--- config.mk ---
export PLATFORM = sky130hd
export DESIGN_NAME = sync_fifo_ext
export DESIGN_NICKNAME = d
export VERILOG_FILES = /design/src/rtl/sync_fifo_ext.sv
export SDC_FILE = /design/constraint.sdc
export NUM_CORES = 1
export LEC_CHECK = 0
export CAP_MARGIN = 20
export CORE_MARGIN = 1.5
export CORE_UTILIZATION = 65
export DETAILED_ROUTE_END_ITERATION = 10
export PLACE_DENSITY = 0.84
export SLEW_MARGIN = 20
export SYNTH_ARGS = -nofsm -noshare
export SYNTH_HDL_FRONTEND = slang
export SYNTH_SLANG_ARGS = --single-unit
--- constraint.sdc ---
create_clock -name clk -period 19.7 [get_ports clk]
set_input_delay 1.97 -clock clk [delete_from_list [all_inputs] [get_ports clk]]
set_output_delay 1.97 -clock clk [all_outputs]
set_load 0.01 [all_outputs]
--- src/rtl/sync_fifo_ext.sv ---
// Single-clock FIFO: every one of the 2^ADDR_WIDTH entries is usable. Reads are either standard
// (registered) or first-word-fall-through. Also provides almost-full/empty thresholds and a synchronous flush.
module sync_fifo_ext #(
  parameter int DATA_WIDTH    = 64,
  parameter int ADDR_WIDTH    = 4,
  parameter int FWFT          = 0,
  parameter int AFULL_THRESH  = (1 << ADDR_WIDTH) - 2,
  parameter int AEMPTY_THRESH = 1
) (
  input  logic                  clk,
  input  logic                  rst,
  input  logic                  flush,
  input  logic                  wr_en,
  input  logic [DATA_WIDTH-1:0] data_in,
  input  logic                  rd_en,
  output logic [DATA_WIDTH-1:0] data_out,
  output logic                  valid,
  output logic                  empty,
  output logic                  full,
  output logic                  almost_full,
  output logic                  almost_empty,
  output logic [ADDR_WIDTH:0]   count,
  output logic                  overflow,
  output logic                  underflow
);
  localparam int DEPTH = 1 << ADDR_WIDTH;
  localparam logic [ADDR_WIDTH:0] DEPTH_C  = (ADDR_WIDTH+1)'(DEPTH);
  localparam logic [ADDR_WIDTH:0] AFULL_C  = (ADDR_WIDTH+1)'(AFULL_THRESH);
  localparam logic [ADDR_WIDTH:0] AEMPTY_C = (ADDR_WIDTH+1)'(AEMPTY_THRESH);

  logic [DATA_WIDTH-1:0] mem [0:DEPTH-1];
  logic [ADDR_WIDTH-1:0] wr_ptr_reg;
  logic [ADDR_WIDTH-1:0] rd_ptr_reg;
  logic [ADDR_WIDTH:0]   count_reg;
  logic [ADDR_WIDTH:0]   count_next;
  logic [DATA_WIDTH-1:0] data_out_reg;
  logic                  valid_reg;
  logic                  overflow_reg;
  logic                  underflow_reg;
  logic                  empty_int;
  logic                  wr_acc;
  logic                  rd_acc;

  // The count is a separate register, so pointer equality never has to tell full from empty.
  assign full   = (count_reg == DEPTH_C);
  assign wr_acc = wr_en && !full && !flush;

  always_comb begin
    count_next = count_reg;
    if (wr_acc && !rd_acc) begin
      count_next = count_reg + 1'b1;
    end else if (rd_acc && !wr_acc) begin
      count_next = count_reg - 1'b1;
    end
  end

  always_ff @(posedge clk) begin
    if (wr_acc) begin
      mem[wr_ptr_reg] <= data_in;
    end
  end

  always_ff @(posedge clk or posedge rst) begin
    if (rst) begin
      wr_ptr_reg    <= '0;
      count_reg     <= '0;
      overflow_reg  <= 1'b0;
      underflow_reg <= 1'b0;
    end else if (flush) begin
      wr_ptr_reg    <= '0;
      count_reg     <= '0;
      overflow_reg  <= 1'b0;
      underflow_reg <= 1'b0;
    end else begin
      if (wr_acc) begin
        wr_ptr_reg <= wr_ptr_reg + 1'b1;
      end
      count_reg     <= count_next;
      overflow_reg  <= wr_en && full;
      underflow_reg <= rd_en && empty_int;
    end
  end

  generate
    if (FWFT != 0) begin : g_fwft
      logic [ADDR_WIDTH:0] ram_count;
      logic                load;

      // count includes the head word already held in the output register.
      assign ram_count = count_reg - (ADDR_WIDTH+1)'(valid_reg);
      assign empty_int = !valid_reg;
      assign rd_acc    = rd_en && valid_reg && !flush;
      assign load      = (!valid_reg || rd_acc) && (ram_count != '0) && !flush;

      always_ff @(posedge clk or posedge rst) begin
        if (rst) begin
          rd_ptr_reg   <= '0;
          data_out_reg <= '0;
          valid_reg    <= 1'b0;
        end else if (flush) begin
          rd_ptr_reg   <= '0;
          data_out_reg <= '0;
          valid_reg    <= 1'b0;
        end else if (load) begin
          data_out_reg <= mem[rd_ptr_reg];
          rd_ptr_reg   <= rd_ptr_reg + 1'b1;
          valid_reg    <= 1'b1;
        end else if (rd_acc) begin
          valid_reg <= 1'b0;
        end
      end
    end else begin : g_std
      assign empty_int = (count_reg == '0);
      assign rd_acc    = rd_en && !empty_int && !flush;

      always_ff @(posedge clk or posedge rst) begin
        if (rst) begin
          rd_ptr_reg   <= '0;
          data_out_reg <= '0;
          valid_reg    <= 1'b0;
        end else if (flush) begin
          rd_ptr_reg   <= '0;
          data_out_reg <= '0;
          valid_reg    <= 1'b0;
        end else begin
          valid_reg <= rd_acc;
          if (rd_acc) begin
            data_out_reg <= mem[rd_ptr_reg];
            rd_ptr_reg   <= rd_ptr_reg + 1'b1;
          end
        end
      end
    end
  endgenerate

  assign data_out     = data_out_reg;
  assign valid        = valid_reg;
  assign empty        = empty_int;
  assign count        = count_reg;
  assign almost_full  = (count_reg >= AFULL_C);
  assign almost_empty = (count_reg <= AEMPTY_C);
  assign overflow     = overflow_reg;
  assign underflow    = underflow_reg;

endmodule

# Word-level counts from Yosys, hierarchy flattened
# Memories as Yosys holds them, arrays and structs flattened.
# Cells that the tools add are included.
[op_classes]
n_eq_ne = 1
reduce_logical = 17
muxes = 14
magnitude_cmp = 2
addsub = 4
[ops]
columns = ["cell", "count"]
rows = [
  ["$mux 64", 2],
  ["$mux 4", 4],
  ["$mux 5", 3],
  ["$add 4x1->4 const B", 2],
  ["$logic_and 1x1->1", 8],
  ["$add 5x1->5 const B", 1],
  ["$eq 5x5->1 const B", 1],
  ["$ge 5x4->1 const B", 1],
  ["$le 5x1->1 const B", 1],
  ["$logic_not 1->1", 5],
  ["$logic_not 5->1", 1],
  ["$mux 1", 5],
  ["$sub 5x1->5 const B", 1],
  ["$reduce_bool 2->1", 2],
  ["$reduce_bool 3->1", 1],
]
[word_totals]
ramBits = 1024
register_bits = 80
in_bits = 69
memories = 1
elab_cells = 46
out_inout_bits = 76
[memory_table]
columns = ["memory", "words", "width", "read_ports", "rd_clocked_by_memory_dff", "wr", "line", "text"]
rows = [
  ["mem", 16, 64, 1, 0, 1, "31", "logic [DATA_WIDTH-1:0] mem [0:DEPTH-1];"],
]

# Longest topological paths before layout
# Gate-level depths: netlist of run 1.
[depth]
ltp_word = 9
ltp_mapped = 9
mapped_depth_nobuf = 7

# Least setup slack after synthesis of run 1
# Ideal clock, no wire load.
[synth_path]
path_kind = "input port to flip-flop"
start = "input port flush"
end = "memory mem[0][0], enable pin"
setup_slack_ns = 12.239
setup_ns = 0.565
n_path_buf = 0
t_required_ns = 19.135
path_stages = 4
t_arrival_ns = 6.896
path_cell_list = "nand2b_1 -> nor2_2 -> nand2_1 -> nor3_1"
[synth_between]
elab_chain_cells = 4
[synth_rtl]
columns = ["element", "line", "text"]
rows = [
  ["start, declared", "12", "input logic flush,"],
  ["$logic_not 1->1", "46", "assign wr_acc = wr_en && !full && !flush;"],
  ["$logic_and 1x1->1", "46", ""],
  ["$mux 1", "58", "if (wr_acc) begin"],
  ["$mux 1 (implied by the code)", "59", "mem[wr_ptr_reg] <= data_in;"],
  ["end, declared", "31", ""],
]
# Every way passes these cells.

# Worst setup path after layout of run 1
[layout_path]
start = "input port flush"
end = "memory mem[10][29], enable pin"
# Same word-level chain as after synthesis.

==> qor.log, run 1 <==
[synthesis] Synth Net Count 1899
[global_routing] GRT Residual Overflow 0
[final_layout] total area of sequential cells 32800 um^2
[power] Max VDD drop 0.000102 V
[global_routing] number of antenna violations at the first check in global routing 2
[synthesis] commonest register cell after synthesis sky130_fd_sc_hd__edfxtp_1
[synthesis] average size of a mapped cell 23.0 um^2
[global_routing] first-pass GRT wire length 143000 um
[timing] transition time at the pin with the least slew margin 1.18 ns
[route] Routed Wire Length 100000 um
[critical_path] kind of end point of the critical path flop
[die] area of the placeable core 63300 um^2
[clock_tree] Max clock buf depth 3
[critical_path] required time at the endpoint of the critical path 19.98 ns
[hold_path] worst hold path class reg -> reg
[final_layout] post-route insts no fill 2935
[placed_design] Worst Setup Slack post-DPL 13.84 ns
[synthesis] share of synthesized flip-flops with an asynchronous set or reset 0.0725
[clock_tree] root buf cell sky130_fd_sc_hd__clkbuf_16
[critical_path] startpoint of the most critical register-to-register path rd_ptr_reg[1]
[timing] Highest Clock Rate 189 MHz
[final_layout] post-route cell area 47700 um^2
[timing] post-layout min period 5.29 ns
[clock_tree] clock network latency to the later pin of the worst-skew pair 0.67 ns
[placed_design] post-detailed-placement half-perimeter wirelength 45700 um
[final_layout] final core area utilization 0.753
[placed_design] Post-Place Cells 2742
[die] Die H 257 um
[timing] setup repair after global routing missed its margin false
[critical_path] worst reg2reg path depth 5
[synthesis] sequential element share of the synthesized area 0.783
[clock_tree] Post CTS Setup Buffer Count 0
[synthesis] number of enable flip-flop cells after synthesis 1024
[die] count of boundary I/O pins 145
[route] drt drc 0
[timing] final worst-path setup slack 14.41 ns
[synthesis] total of flip-flops plus latches after synthesis 1104
[critical_path] setup slack, reg-to-reg 15.43 ns
[clock_tree] sinks on the clock net 1104
[die] row count 92
[final_layout] most common cell after layout, fill and taps aside sky130_fd_sc_hd__edfxtp_1
[placed_design] input/output buffers 144
[hold_path] hold path cells 2
[clock_tree] post_cts resized 0
[final_layout] fraction of final layout cells sized beyond drive strength 1 0.229
[timing] number of failing hold endpoints at the final stage 0
[final_layout] area of combinational cells with multiple inputs 8650 um^2
[timing] max-slew violation total from the final report 0
[clock_tree] total number of H-tree levels 3
[run] max-cap violation count 0
[critical_path] data arrival time of the critical path 5.57 ns
[clock_tree] TritonCTS clock tree done
[route] average vias per placed instance 6.93
[die] Die X-Extent 257 um
[synthesis] Yosys warning count 0
[power] Power Density 119 nW/um^2
[final_layout] area growth from synthesis to layout 14.0%
[timing] final worst path period share 0.269
[timing] largest clock skew in the final design 0.0267 ns
[global_routing] vias in the first global route 21700
[outcome] outcome finished, final reports clean
[final_layout] Largest register FFs 1024
[global_routing] global-route total usage across every layer 0.302
[hold_path] Worst Hold End data_out[9]
[timing] Max-Slew Margin vs Limit 0.210
[critical_path] critical path launch point type input pin
[die] die area 65900 um^2
[final_layout] most frequent cells in the layout 1024 x sky130_fd_sc_hd__edfxtp_1, 256 x sky130_fd_sc_hd__mux4_2, 144 x sky130_fd_sc_hd__clkdlybuf4s50_1
[final_layout] total number of nets in the final design 2083
[route] initial detailed-routing violation count 2866
[hold_path] worst hold path startpoint data_out[9]
[critical_path] maximum fanout encountered on the critical timing path 37
[route] drt wl/cell 34.1 um
[critical_path] Crit Reg-Reg Endpoint data_out[21]
[synthesis] Synth Cell Area 41800 um^2
[clock_tree] Worst-path clk slew 0.06 ns
[clock_tree] TritonCTS Buffers 102
[route] number of search-and-repair iterations in the first detailed-routing pass 5
[power] Total Power Consumption 5.67 mW
[route] remaining antenna violation count after routing 0
[placed_design] routability congestion estimate from global placement 0.754
[timing] setup_tns 0 ns
[placed_design] post-placement cell area 44300 um^2
[timing] worst hold margin 0.488 ns
[synthesis] number of distinct standard cells referenced by the synthesized netlist 44
[clock_tree] hold-fix buffers at CTS 0
[timing] Setup-failing EPs final 0
[die] starting density of the core 0.660
[route] detailed-route via count 20300
[power] Leakage 14.8 nW
[critical_path] Worst Setup Path Type in -> reg
[global_routing] maximum number of pins on one net before global-route repair 116
[final_layout] FILL cells 3138
[synthesis] gate count of the mapped netlist 1820
## cell usage after synthesis (all sizes together), types with 4 or more instances
master / number / area, um^2
edfxtp: 1024 / 30700
mux4: 256 / 5770
mux2i: 130 / 1300
dfrtp: 80 / 2000
nand2: 73 / 282
buf: 65 / 362
o221ai: 64 / 561
clkbuf: 33 / 124
nor2: 24 / 100
ha: 10 / 125
inv: 8 / 30.0
nand3: 8 / 40.0
nand2b: 7 / 43.8
nor3: 5 / 25.0
a21oi: 4 / 23.8
xor2: 4 / 35.0
## critical path, cell delays in order
cell and delay (ns):
sky130_fd_sc_hd__clkdlybuf4s50_1 0.70, sky130_fd_sc_hd__nand2b_1 0.36, sky130_fd_sc_hd__nor2_2 0.38, sky130_fd_sc_hd__nand2_1 0.36, sky130_fd_sc_hd__nor2_4 0.97, sky130_fd_sc_hd__buf_4 0.68
## report_power, final
group          switching [mW]  total, mW  internal, mW
registers              0.0955       2.73          2.64
logic                   0.471      0.963         0.491
clock network           0.881       1.98          1.10
total                    1.45       5.67          4.23
## layer usage
| metal | wire, um | vias to the layer above | track usage |
|---|---|---|---|
| li1 | - | 8020 | - |
| met1 | 34600 | 10500 | 0.396 |
| met2 | 52200 | 1555 | 0.505 |
| met3 | 10100 | 219 | 0.0630 |
| met4 | 3170 | 4 | 0.115 |
| met5 | 21 | - | 0 |
## layout make-up
| type | count | share of cell area |
|---|---|---|
| sequential | 1104 | 0.687 |
| inverter | 9 | 0.000866 |
| multi-input combinational | 609 | 0.182 |
| clock buffer | 128 | 0.0579 |
| timing repair buffer | 178 | 0.0388 |
| tap | 846 | 0.0222 |
| clock inverter | 60 | 0.0114 |
| antenna | 1 | 0.0000525 |
## how the worst max path moves through the flow
| stage | start | end | slack [ns] | cells after the start |
|---|---|---|---|---|
| after global placement | flush | mem[12][38] | 13.87 | 6 |
| after CTS | flush | mem[11][24] | 14.43 | 6 |
| after detailed placement | flush | mem[10][10] | 13.84 | 6 |
| final | flush | mem[10][29] | 14.41 | 6 |
| after global routing | flush | mem[10][29] | 14.25 | 6 |
| after floorplan | flush | mem[0][0] | 12.24 | 4 |
## kinds of logic after synthesis
group | synth area share
xor gates and xnor gates | 0.00159
muxes | 0.170
DFF | 0.783
and+or+nand+nor | 0.0136
AOI/OAI and AO/OA | 0.0164
adders and majority gates | 0.00299
buffers and inverters | 0.0125
No activity file was read; power rests on OpenSTA's default activity.
==> inputs of run 2 (changes only) <==
- CORE_UTILIZATION: 65 -> 55
- PLACE_DENSITY: 0.84 -> 0.76
- clock period: 19.7 -> 4.5 ns (I/O delays scaled with it)
==> qor.log, run 2 (synthesized netlist as in run 1, its figures left out) <==
[timing] largest clock skew in the final design 0.0372 ns [+0.0105 ns]
[clock_tree] clock network latency to the later pin of the worst-skew pair 0.68 ns [about the same]
[final_layout] most frequent cells in the layout 1024 x sky130_fd_sc_hd__edfxtp_1, 256 x sky130_fd_sc_hd__mux4_2, 144 x sky130_fd_sc_hd__clkdlybuf4s50_1
[global_routing] number of antenna violations at the first check in global routing 2 [unchanged]
[die] die area 77700 um^2 [+18%]
[clock_tree] post_cts resized 0 [unchanged]
[final_layout] most common cell after layout, fill and taps aside sky130_fd_sc_hd__edfxtp_1
[route] remaining antenna violation count after routing 0 [unchanged]
[route] Routed Wire Length 86800 um [-13%]
[final_layout] fraction of final layout cells sized beyond drive strength 1 0.235 [+0.00553]
[route] drt wl/cell 28.1 um [-18%]
[clock_tree] TritonCTS Buffers 105 [+2.9%]
[die] area of the placeable core 74800 um^2 [+18%]
[power] Max VDD drop 0.000291 V [+180%]
[run] max-cap violation count 0 [unchanged]
[die] starting density of the core 0.559 [-0.102]
[final_layout] post-route cell area 48300 um^2 [+1.3%]
[timing] Max-Slew Margin vs Limit 0.258 [+0.0477]
[die] count of boundary I/O pins 145 [unchanged]
[placed_design] post-placement cell area 44800 um^2 [+1.3%]
[timing] setup_tns 0 ns [unchanged]
[placed_design] post-detailed-placement half-perimeter wirelength 47900 um [+4.8%]
[route] initial detailed-routing violation count 2298 [-20%]
[power] Int Pwr 18.9 mW [+350%]
[global_routing] GRT Residual Overflow 0 [unchanged]
[placed_design] Worst Setup Slack post-DPL 0.796 ns [-13.04 ns]
[clock_tree] TritonCTS clock tree done
[clock_tree] total number of H-tree levels 3 [unchanged]
[placed_design] routability congestion estimate from global placement 0.780 [+3.4%]
[power] relative contribution of sequential cells to total power 0.477 [-0.004]
[timing] Setup-failing EPs final 0 [unchanged]
[final_layout] area growth from synthesis to layout 15.5%
[route] average vias per placed instance 6.25 [-9.8%]
[timing] Highest Clock Rate 287 MHz
[timing] final worst path period share 0.775
[critical_path] kind of end point of the critical path flop
[global_routing] first-pass GRT wire length 131000 um [-8.5%]
[timing] max-slew violation total from the final report 0 [unchanged]
[critical_path] Worst Setup Path Type reg -> reg
[power] net switching power figure 6.08 mW [+320%]
[clock_tree] root buf cell sky130_fd_sc_hd__clkbuf_16
[power] switching share of power 0.243 [-0.0118]
[clock_tree] Worst-path clk slew 0.06 ns [about the same]
[timing] setup repair after global routing missed its margin false
[critical_path] maximum fanout encountered on the critical timing path 23 [-38%]
[hold_path] worst hold path class in -> async
[placed_design] input/output buffers 144 [unchanged]
[die] Die H 279 um [+8.6%]
[die] row count 100 [+8.7%]
[timing] transition time at the pin with the least slew margin 1.11 ns [-0.0715 ns]
[critical_path] critical path launch point type flop
[power] Power Density 518 nW/um^2 [+330%]
[route] detailed-route via count 19300 [-4.9%]
[power] combinational share of power 0.170 [about the same]
[global_routing] maximum number of pins on one net before global-route repair 65 [-44%]
[clock_tree] Max clock buf depth 3 [unchanged]
[final_layout] Largest register FFs 1024 [unchanged]
[clock_tree] sinks on the clock net 1104 [unchanged]
[route] number of search-and-repair iterations in the first detailed-routing pass 5 [unchanged]
[global_routing] global-route total usage across every layer 0.228 [-0.0732]
[timing] number of failing hold endpoints at the final stage 0 [unchanged]
[final_layout] final core area utilization 0.646 [-0.107]
[die] Die X-Extent 279 um [+8.6%]
[timing] final worst-path setup slack 1.01 ns [-13.40 ns]
[power] Leakage 15.0 nW [+1.4%]
[clock_tree] Post CTS Setup Buffer Count 0 [unchanged]
[critical_path] required time at the endpoint of the critical path 4.86 ns [-15.12 ns]
[outcome] outcome finished, final reports clean
[critical_path] data arrival time of the critical path 3.85 ns [-1.72 ns]
[power] Clk network pwr share 0.353 [+0.004]
[timing] post-layout min period 3.49 ns
[global_routing] vias in the first global route 20400 [-6.1%]
[clock_tree] hold-fix buffers at CTS 0 [unchanged]
[route] drt drc 0 [unchanged]
[final_layout] total number of nets in the final design 2113 [+1.4%]
run 2: cell types whose count changed in the layout (fill, tap and decap cells not counted), moves of 4 or more:
cell	previous run	this run
sky130_fd_sc_hd__buf_12	7	20
sky130_fd_sc_hd__buf_4	22	41
sky130_fd_sc_hd__bufinv_16	8	13
sky130_fd_sc_hd__clkbuf_1	16	26
sky130_fd_sc_hd__clkbuf_8	9	5
sky130_fd_sc_hd__clkinv_1	14	20
sky130_fd_sc_hd__clkinv_2	24	18
sky130_fd_sc_hd__clkinv_4	6	2
sky130_fd_sc_hd__nor3_2	4	0
sky130_fd_sc_hd__nor3_4	0	4
run 2: path summary, 6_finish.rpt:
check | end | start | slack, ns | depth (start not counted)
max | mem[2][27] | count[1] | 1.01 | 8
max reg2reg | mem[2][27] | count[1] | 1.01 | 8
min in group clk | data_out[7] | data_out[7] | 0.49 | 2
min | data_out[33] | rst | 0.42 | 2
min reg2reg | data_out[7] | data_out[7] | 0.49 | 2
max in group asynchronous | data_out[8] | rst | 3.07 | 3
run 2: power groups by stage:
| stage | registers (mW) | logic (mW) | clock network [mW] |
|---|---|---|---|
| 2_1_floorplan | 12.0 | 2.87 | 0 |
| 3_3_place_gp | 12.1 | 4.20 | 0 |
| 3_5_place_dp | 12.1 | 4.28 | 0 |
| 4_1_cts | 11.9 | 4.33 | 8.95 |
| 5_1_grt | 12.0 | 4.56 | 9.35 |
| 6_report | 11.9 | 4.25 | 8.83 |
run 2: worst max-delay path: stages (launching register included):
cell and delay [ns]:
sky130_fd_sc_hd__dfrtp_1 0.51, sky130_fd_sc_hd__inv_1 0.15, sky130_fd_sc_hd__ha_1 0.24, sky130_fd_sc_hd__nand4bb_1 0.27, sky130_fd_sc_hd__inv_1 0.14, sky130_fd_sc_hd__nor2_2 0.40, sky130_fd_sc_hd__nand2_1 0.36, sky130_fd_sc_hd__nor3_4 0.79
sky130_fd_sc_hd__buf_12 0.29
run 2: routing by layer:
metal  part of all wire  GRT usage  up-vias
li1                   -          -     8119
met1               0.40      0.315    10300
met2               0.51      0.385      799
met3              0.074     0.0392      111
met4              0.015     0.0556        4
met5            0.00030          0        -
run 2: per-stage QoR:
step | hold WS, ns | total power [mW] | cells
detailed placement | 0.475 | 16.4 | 2896
finish | 0.420 | 25.0 | 3094
floorplan | 0.519 | 14.9 | 1820
global placement | 0.472 | 16.3 | 2896
CTS | 0.431 | 25.2 | 3093
global route | 0.471 | 25.9 | 3093
run 2: final cells by class:
| type | count | area, um^2 |
|---|---|---|
| inverter | 9 | 41.3 |
| sequential | 1104 | 32800 |
| antenna | 1 | 2.50 |
| fill | 4712 | 26500 |
| tap | 969 | 1210 |
| timing repair buffer | 205 | 2150 |
| clock inverter | 61 | 663 |
| multi-input combinational | 609 | 8680 |
| clock buffer | 136 | 2790 |
